**config.mk**
```make
export PLATFORM = sky130hd
export DESIGN_NAME = bat_level_ctrl_flat
export DESIGN_NICKNAME = d
export VERILOG_FILES = /design/src/rtl/bat_level_ctrl_if.sv /design/src/rtl/bat_level_ctrl.sv /design/src/flat_wrapper.sv
export SDC_FILE = /design/constraint.sdc
export NUM_CORES = 1
export LEC_CHECK = 0
export CORE_MARGIN = 4
export CORE_UTILIZATION = 45
export CTS_CLUSTER_DIAMETER = 40
export DETAILED_ROUTE_END_ITERATION = 16
export PLACE_DENSITY = 0.79
export REMOVE_ABC_BUFFERS = 1
export SLEW_MARGIN = 10
export SYNTH_ARGS = -nofsm -noshare
export SYNTH_HDL_FRONTEND = slang
export SYNTH_SLANG_ARGS = --single-unit
export TNS_END_PERCENT = 50
```
**constraint.sdc**
```tcl
create_clock -name clk -period 4.2 [get_ports clk]
set_input_delay 0.42 -clock clk [delete_from_list [all_inputs] [get_ports clk]]
set_output_delay 0.42 -clock clk [all_outputs]
set_load 0.02 [all_outputs]
```
**src/rtl/bat_level_ctrl_if.sv**
```systemverilog
// Command handshake between a host sequencer and the battery bar-level controller.
// The master issues SET/INC/DEC/SWEEP requests; the slave accepts them while idle.
interface bat_level_ctrl_if;
    logic       cmd_valid;
    logic [1:0] cmd_op;
    logic [4:0] cmd_level;
    logic       cmd_ready;

    modport master (
        output cmd_valid,
        output cmd_op,
        output cmd_level,
        input  cmd_ready
    );

    modport slave (
        input  cmd_valid,
        input  cmd_op,
        input  cmd_level,
        output cmd_ready
    );
endinterface

```
**src/rtl/bat_level_ctrl.sv**
```systemverilog
// Battery bar-level controller: steps a displayed level toward a commanded target,
// one segment per STEP_FRAMES frame ticks, and drives a registered thermometer bar.
//
// state       | meaning
// ------------+-------------------------------------------------------------
// ST_IDLE     | waiting for a command; frame ticks ignored
// ST_MOVE     | stepping level by one toward target each STEP_FRAMES ticks
// ST_SWEEP_DN | sweep phase 1: stepping level down to 0
// ST_SWEEP_UP | sweep phase 2: stepping level up to MAX_LEVEL, then back to target
module bat_level_ctrl #(
    parameter int MAX_LEVEL   = 28,
    parameter int STEP_FRAMES = 4,
    parameter int LOW_THRESH  = 5
) (
    input  logic                 clk,
    input  logic                 rst_n,
    input  logic                 frame_tick,
    bat_level_ctrl_if.slave      cmd_if,
    output logic [MAX_LEVEL-1:0] bat,
    output logic [4:0]           level,
    output logic                 busy,
    output logic                 done,
    output logic                 low
);

    localparam int CW = (STEP_FRAMES > 1) ? $clog2(STEP_FRAMES) : 1;
    localparam logic [CW-1:0] STEP_M1 = CW'(STEP_FRAMES - 1);
    localparam logic [4:0] MAX_L = 5'(MAX_LEVEL);
    localparam logic [4:0] LOW_L = 5'(LOW_THRESH);

    localparam logic [1:0] OP_SET   = 2'b00;
    localparam logic [1:0] OP_INC   = 2'b01;
    localparam logic [1:0] OP_DEC   = 2'b10;
    localparam logic [1:0] OP_SWEEP = 2'b11;

    typedef enum logic [1:0] {
        ST_IDLE     = 2'd0,
        ST_MOVE     = 2'd1,
        ST_SWEEP_DN = 2'd2,
        ST_SWEEP_UP = 2'd3
    } state_t;

    state_t               state_q, state_d;
    logic [4:0]           level_q, level_d;
    logic [4:0]           target_q, target_d;
    logic [CW-1:0]        cnt_q, cnt_d;
    logic                 done_q, done_d;
    logic [MAX_LEVEL-1:0] bat_q, bat_d;
    logic                 low_q, low_d;

    logic                 step_due;
    logic [4:0]           cmd_tgt;
    logic                 noop_accept;

    always_ff @(posedge clk or negedge rst_n) begin
        if (!rst_n) begin
            state_q  <= ST_IDLE;
            level_q  <= '0;
            target_q <= '0;
            cnt_q    <= '0;
            done_q   <= 1'b0;
            bat_q    <= '0;
            low_q    <= 1'b1;
        end else begin
            state_q  <= state_d;
            level_q  <= level_d;
            target_q <= target_d;
            cnt_q    <= cnt_d;
            done_q   <= done_d;
            bat_q    <= bat_d;
            low_q    <= low_d;
        end
    end

    // Target for the three level-setting ops; clamped so level can never leave 0..MAX_LEVEL.
    always_comb begin
        cmd_tgt = level_q;
        unique case (cmd_if.cmd_op)
            OP_SET:   cmd_tgt = (cmd_if.cmd_level > MAX_L) ? MAX_L : cmd_if.cmd_level;
            OP_INC:   cmd_tgt = (level_q >= MAX_L) ? MAX_L : level_q + 5'd1;
            OP_DEC:   cmd_tgt = (level_q == 5'd0) ? 5'd0 : level_q - 5'd1;
            OP_SWEEP: cmd_tgt = level_q;
        endcase
    end

    always_comb begin
        state_d     = state_q;
        level_d     = level_q;
        target_d    = target_q;
        cnt_d       = cnt_q;
        noop_accept = 1'b0;
        step_due    = frame_tick && (cnt_q == STEP_M1);

        unique case (state_q)
            ST_IDLE: begin
                cnt_d = '0;
                if (cmd_if.cmd_valid) begin
                    target_d = cmd_tgt;
                    if (cmd_if.cmd_op == OP_SWEEP) begin
                        state_d = ST_SWEEP_DN;
                    end else if (cmd_tgt == level_q) begin
                        noop_accept = 1'b1;
                    end else begin
                        state_d = ST_MOVE;
                    end
                end
            end

            ST_MOVE: begin
                if (level_q == target_q) begin
                    state_d = ST_IDLE;
                end else if (frame_tick) begin
                    if (step_due) begin
                        cnt_d   = '0;
                        level_d = (level_q < target_q) ? level_q + 5'd1 : level_q - 5'd1;
                        if (level_d == target_q) begin
                            state_d = ST_IDLE;
                        end
                    end else begin
                        cnt_d = cnt_q + CW'(1);
                    end
                end
            end

            ST_SWEEP_DN: begin
                if (level_q == 5'd0) begin
                    state_d = ST_SWEEP_UP;
                end else if (frame_tick) begin
                    if (step_due) begin
                        cnt_d   = '0;
                        level_d = level_q - 5'd1;
                    end else begin
                        cnt_d = cnt_q + CW'(1);
                    end
                end
            end

            ST_SWEEP_UP: begin
                // Reaching full scale hands back to MOVE so the level returns to the saved target.
                if (level_q >= MAX_L) begin
                    state_d = (target_q == MAX_L) ? ST_IDLE : ST_MOVE;
                end else if (frame_tick) begin
                    if (step_due) begin
                        cnt_d   = '0;
                        level_d = level_q + 5'd1;
                    end else begin
                        cnt_d = cnt_q + CW'(1);
                    end
                end
            end
        endcase

        done_d = noop_accept || ((state_q != ST_IDLE) && (state_d == ST_IDLE));
    end

    // Bar and low flag follow the level register with one cycle of latency.
    always_comb begin
        bat_d = '0;
        for (int i = 0; i < MAX_LEVEL; i++) begin
            bat_d[i] = (5'(i) < level_q);
        end
        low_d = (level_q <= LOW_L);
    end

    assign cmd_if.cmd_ready = (state_q == ST_IDLE);
    assign bat              = bat_q;
    assign level            = level_q;
    assign busy             = (state_q != ST_IDLE);
    assign done             = done_q;
    assign low              = low_q;

endmodule
```
**src/flat_wrapper.sv**
```systemverilog
// flat-port wrapper written by rule: the top's interface ports become plain ports
module bat_level_ctrl_flat 
#(
    parameter int MAX_LEVEL   = 28,
    parameter int STEP_FRAMES = 4,
    parameter int LOW_THRESH  = 5
)
  (clk, rst_n, frame_tick, bat, level, busy, done, low, cmd_if_cmd_valid, cmd_if_cmd_op, cmd_if_cmd_level, cmd_if_cmd_ready);
  bat_level_ctrl_if cmd_if_i ();
  input  logic clk;
  input  logic rst_n;
  input  logic frame_tick;
  output logic [MAX_LEVEL-1:0] bat;
  output logic [4:0] level;
  output logic busy;
  output logic done;
  output logic low;
  input wire logic [$bits(cmd_if_i.cmd_valid)-1:0] cmd_if_cmd_valid;
  input wire logic [$bits(cmd_if_i.cmd_op)-1:0] cmd_if_cmd_op;
  input wire logic [$bits(cmd_if_i.cmd_level)-1:0] cmd_if_cmd_level;
  output wire logic [$bits(cmd_if_i.cmd_ready)-1:0] cmd_if_cmd_ready;
  assign cmd_if_i.cmd_valid = cmd_if_cmd_valid;
  assign cmd_if_i.cmd_op = cmd_if_cmd_op;
  assign cmd_if_i.cmd_level = cmd_if_cmd_level;
  assign cmd_if_cmd_ready = cmd_if_i.cmd_ready;
  bat_level_ctrl #(.MAX_LEVEL(MAX_LEVEL), .STEP_FRAMES(STEP_FRAMES), .LOW_THRESH(LOW_THRESH)) u_core (.clk(clk), .rst_n(rst_n), .frame_tick(frame_tick), .cmd_if(cmd_if_i), .bat(bat), .level(level), .busy(busy), .done(done), .low(low));
endmodule
```
### Word level (Yosys, flattened, before mapping)

Index checks and enable logic that the tools add are counted.

| storage, ports and cells | value |
|---|---|
| logic and storage cells | 110 |
| output and inout bits | 37 |
| input bits | 11 |
| register bits | 44 |

| cells by class | value |
|---|---|
| mux-type cells | 36 |
| equal/unequal tests | 20 |
| order comparisons | 32 |
| $add $sub $neg | 3 |
| reductions and logical operators | 12 |

Operator list:

| kind | number |
|---|---|
| 2-to-1 mux 5 bit | 13 |
| less-than comparator 5 bit (first input constant) | 12 |
| less-than comparator 4 x 5 -> 1 bit (first input constant) | 8 |
| 2-to-1 mux 2 bit | 14 |
| less-than comparator 3 x 5 -> 1 bit (first input constant) | 4 |
| one-hot mux 5 bit (4 select lines) | 1 |
| one-hot mux 2 bit (4 select lines) | 2 |
| == test 5 bit | 3 |
| one-hot mux 5 bit (3 select lines) | 1 |
| != test 2 bit (second input constant) | 6 |
| == test 2 bit (second input constant) | 5 |
| less-than comparator 1 x 5 -> 1 bit (first input constant) | 2 |
| less-than comparator 2 x 5 -> 1 bit (first input constant) | 2 |
| AND reduction 10 bit | 1 |
| zero test 2 bit | 3 |
| != test 2 x 1 -> 1 bit (second input constant) | 3 |
| adder 5 x 1 -> 5 bit (second input constant) | 1 |
| == test 5 bit (second input constant) | 1 |
| >= comparator 5 bit (second input constant) | 1 |
| greater-than comparator 5 bit (second input constant) | 1 |
| <= comparator 5 x 3 -> 1 bit (second input constant) | 1 |
| zero test 5 bit | 1 |
| less-than comparator 5 bit | 1 |
| 2-to-1 mux 1 bit | 5 |
| 9 further kinds | 11 |

### Longest topological paths before layout

| logic depth | value |
|---|---|
| depth in word-level cells | 11 |
| gate-level depth with buffers | 10 |
| mapped depth without buffers | 9 |

### Worst setup path after synthesis

Ideal clock, no wire load.

| timing | value |
|---|---|
| kind | register -> register |
| start | reg u_core.level_q[1] (netlist: u_core.level[1]) |
| end | reg u_core.state_q[0] |
| slack | 1,561 ps |
| cell stages (with the launch flop) | 9 |
| setup time | 131 ps |
| buffers on the path | 1 |
| data arrival time | 2,508 ps |
| path through | dfrtp_1 clkbuf_1 inv_1 ha_1 xnor2_1 or3_1 a211oi_1 a311oi_1 or3_1 |

| between the ends | value |
|---|---|
| longest elaborated chain between the ends | 8 |
| elaborated cells between the ends (all ways) | 22 |

RTL lines:

| item | line | source |
|---|---|---|
| start: declaration | bat_level_ctrl.sv:44 | `logic [4:0] level_q, level_d;` |
| start signal: assignment | bat_level_ctrl.sv:66 | `level_q <= level_d;` |
| subtractor 5 x 1 -> 5 bit, or another cell as far along | bat_level_ctrl.sv:81, bat_level_ctrl.sv:115 |  |
| 2-to-1 mux 5 bit (on tied branches) | bat_level_ctrl.sv:81, bat_level_ctrl.sv:80, bat_level_ctrl.sv:115 |  |
| one-hot mux 5 bit (4 select lines) or == test 5 bit (tied branches) | bat_level_ctrl.sv:78, bat_level_ctrl.sv:116 |  |
| == test 5 bit or 2-to-1 mux 2 bit (tied branches) | bat_level_ctrl.sv:101, bat_level_ctrl.sv:116 |  |
| 2-to-1 mux 2 bit (on tied branches) | bat_level_ctrl.sv:101, bat_level_ctrl.sv:113 |  |
| 2-to-1 mux 2 bit (on tied branches) | bat_level_ctrl.sv:99, bat_level_ctrl.sv:112 |  |
| 2-to-1 mux 2 bit (on tied branches) | bat_level_ctrl.sv:97, bat_level_ctrl.sv:110 |  |
| one-hot mux 2 bit (4 select lines) * | bat_level_ctrl.sv:94 | `unique case (state_q)` |
| via u_core.state_d[0] | bat_level_ctrl.sv:43 | `state_t state_q, state_d;` |
| end signal: assignment | bat_level_ctrl.sv:65 | `state_q <= state_d;` |
| end: declaration | bat_level_ctrl.sv:43 |  |

Mark *: on every way through the listed nets, which the timed path passes. The rest lies on a longest branch.
A chain may end at the register's enable or synchronous reset.

### Final worst setup path

| timing | value |
|---|---|
| start | reg u_core.level_q[4] (netlist: u_core.level[4]) |
| end | reg u_core.state_q[0] |

The elaborated chain is that of the path after synthesis.

==> flow_summary.yaml <==
sta:
  rsz0062_at_grt: "false"
  max_freq_mhz: 303
  hold_viol: 0
  final.min_clock_period_ns: 3.30
  finalCritPeriodShare_pct: 78.7
  worst_pin_slew_ns: 1.01
  max_slew_margin_pct: 32.4
  setup_viol_count_final: 0
  setup-tns-final_ns: 0
  slew_violations: 0
  fin_skew_ns: 0.00527
clock_tree:
  cts_setup_buffers: 0
  cts_tree: "built"
  worstSkewPairLatency_ns: 0.29
  ctsResizeCount: 0
  hold_buffers: 0
  ctsRootBufferMaster: "clkbuf_8"
  htreeDepth: 2
  cts_num_sinks: 44
  cts_made_buffers: 5
  clk_pin_slew_ns: 0.08
  clock_path_buffers: 2
finish:
  drive_gt1_share_pct: 7.14
  layout_common_cells: "46 x clkdlybuf4s50_1, 43 x dfrtp_1, 26 x nand2_1, 23 x nor2_1, 18 x inv_1"
  postLayoutCoreUtil_pct: 56.8
  area_growth_pct: 23.0
  fin_area_sq_um: 3110
  final_common_cell: "clkdlybuf4s50_1"
  n_antenna_cell: 0
  nets: 328
logic_synthesis:
  yosysWarnings: 0
  syn_area_sq_um: 2530
  synth_edf_count: 0
  ys_seq_area_share_pct: 43.6
  yosysUniqueCellTypes: 54
  synthArstFlopShare_pct: 100
  synth.avg_cell_area_sq_um: 9.39
  synthFlopType: "dfrtp_1"
  postSynthCellCount: 269
  ys_ff_latch: 44
power_and_ir_drop:
  cellPowerDensity_nw_per_um2: 784
  ir_worst_vdd_mv: 0.353
  leakage_nw: 1.36
  comb_power_share_pct: 54.8
  p_int_mw: 1.37
  switching_share_pct: 43.8
  pwr-share-clk_pct: 13.0
  total_power_mw: 2.44
  pwr-share-seq_pct: 32.2
  switchingPower_mw: 1.07
route:
  vias: 2105
  dr.pass1.iters: 4
  totalWireLength_um: 5680
  drt_iter0_drc: 141
  postRouteAntennaNets: 0
  routedWlPerCell_um: 14.9
  viasPerCell: 5.54
  route.detailed.drc: 0
worst_hold_path:
  hold_class: "primary input to asynchronous set/reset pin"
grt:
  grt_max_degree: 45
  antenna_found_initial: 0
  grt_pass1_vias: 2036
  grt_pass1_wl_um: 9800
  track_usage_pct: 17.1
  gr-total-overflow: 0
floorplanning:
  core.rowCount: 27
  die_h_um: 82.9
  dieArea_sq_um: 6880
  ioPinCount: 48
  core_area_sq_um: 5470
  start_util_pct: 46.2
  die_x_um: 82.9
setup_path:
  crit_top_cell: "a211oi_1"
  cp_max_fo: 29
  path_class: "flop to flop"
  cp.arrival_ns: 3.47
  crit_family: "compound AO/OA/AOI/OAI gates"
  endpoint_kind: "flop"
  crit_chain: "ha_1 -> nand4_1 -> nor2_1 -> a211oi_1 -> nand3_1 -> a211oi_1 -> a311oi_1 -> or3_1"
  slowest_delay_ns: 1.02
  slowest_stage: "dfrtp_1"
  path_buf_inv: 0
  cp-start-kind: "flop"
  required_ns: 4.37
run_status:
  status: "completed"
place:
  placed_cell_area_sq_um: 3000
  port_buffers: 47
  routabilityCongestion: 0.902
  dp_hpwl_um: 4040
job:
  maxCapViolations: 0
cells by family (layout without fill, tap and decap cells):
group / Yosys count / after routing / share of synthesized area, %
AND/OR/NAND/NOR: 83 / 83 / 16.3
AO/OA/AOI/OAI: 71 / 71 / 19.0
flip-flops: 44 / 44 / 43.6
buffers and inverters: 35 / 74 / 6.39
XOR/XNOR: 16 / 16 / 5.55
adder cells (fa/ha/maj): 10 / 10 / 4.95
multiplexers: 10 / 10 / 4.11
cells in the mapped netlist, types with 2 or more instances:
master	number	area share, %
a211oi_1	5	1.5
a21boi_0	3	0.89
a21o_1	4	1.2
a21oi_1	14	2.8
a31oi_1	3	0.74
buf_2	3	0.59
buf_6	3	1.3
clkbuf_1	9	1.3
dfrtp_1	43	43
ha_1	10	5.0
inv_1	18	2.7
mux2_2	3	1.3
mux2i_1	7	2.8
nand2_1	26	3.9
nand2b_1	4	0.99
nand3_1	8	1.6
nand4_1	3	0.74
nor2_1	23	3.4
nor3_1	5	0.99
nor3b_1	2	0.59
o211ai_1	2	0.59
o21a_1	4	1.2
o21ai_0	17	3.4
o21bai_1	2	0.59
o311ai_0	2	0.69
o32ai_1	2	0.69
or3_1	3	0.74
xnor2_1	11	3.8
xor2_1	5	1.7
state kept, by name, indices dropped and copies added, names as in the netlist:
register and flops:
u_core.state_q 2, u_core.level 5, u_core.low 1, u_core.cnt_q 2, u_core.done 1, u_core.target_q 5
u_core.bat 28
cell type report:
cell class / instances / area [sq um]
fill: 485 / 2370
multi-input combinational: 190 / 1260
sequential: 44 / 1100
timing repair buffer: 48 / 473
tap: 72 / 90.1
clock buffer: 5 / 68.8
inverter: 18 / 67.6
clock inverter: 3 / 42.5
stage by stage:
stage / hold WS [ns] / std cells / setup slack (ns)
detailed placement: 0.488 / 372 / 0.948
CTS: 0.289 / 380 / 0.928
floorplan: 0.124 / 252 / 1.31
finish: 0.267 / 380 / 0.895
global placement: 0.469 / 372 / 1.08
global route: 0.349 / 380 / 0.579
power by group through the flow:
| stage | Sequential [mW] | Clock (mW) | Combinational, mW |
|---|---|---|---|
| floorplan | 0.920 | 0 | 0.717 |
| global placement | 0.789 | 0 | 1.30 |
| detailed placement | 0.792 | 0 | 1.33 |
| CTS | 0.783 | 0.321 | 1.34 |
| global route | 0.814 | 0.346 | 1.47 |
| finish | 0.785 | 0.317 | 1.33 |
metal layers:
metal | track usage [%] | vias to the layer above | part of all wire (%)
li1 | - | 1018 | -
met5 | 0 | - | 0
met1 | 23.1 | 1001 | 45
met3 | 2.48 | 9 | 6.3
met2 | 28.2 | 77 | 47
met4 | 5.35 | 0 | 1.4
worst paths after layout:
kind	to	start	depth (start not counted)	slack (ns)
max	u_core.state_q[0]$_DFF_PN0_	u_core.level[4]$_DFFE_PN0P_	8	0.90
min reg2reg	u_core.cnt_q[1]$_DFFE_PN0P_	u_core.cnt_q[1]$_DFFE_PN0P_	2	0.50
min in group clk	u_core.cnt_q[1]$_DFFE_PN0P_	u_core.cnt_q[1]$_DFFE_PN0P_	2	0.50
max in group asynchronous	u_core.cnt_q[1]$_DFFE_PN0P_	rst_n	1	3.37
min	u_core.bat[25]$_DFF_PN0_	rst_n	1	0.27
max reg2reg	u_core.state_q[0]$_DFF_PN0_	u_core.level[4]$_DFFE_PN0P_	8	0.90
Power figures use the tool's default switching activity.
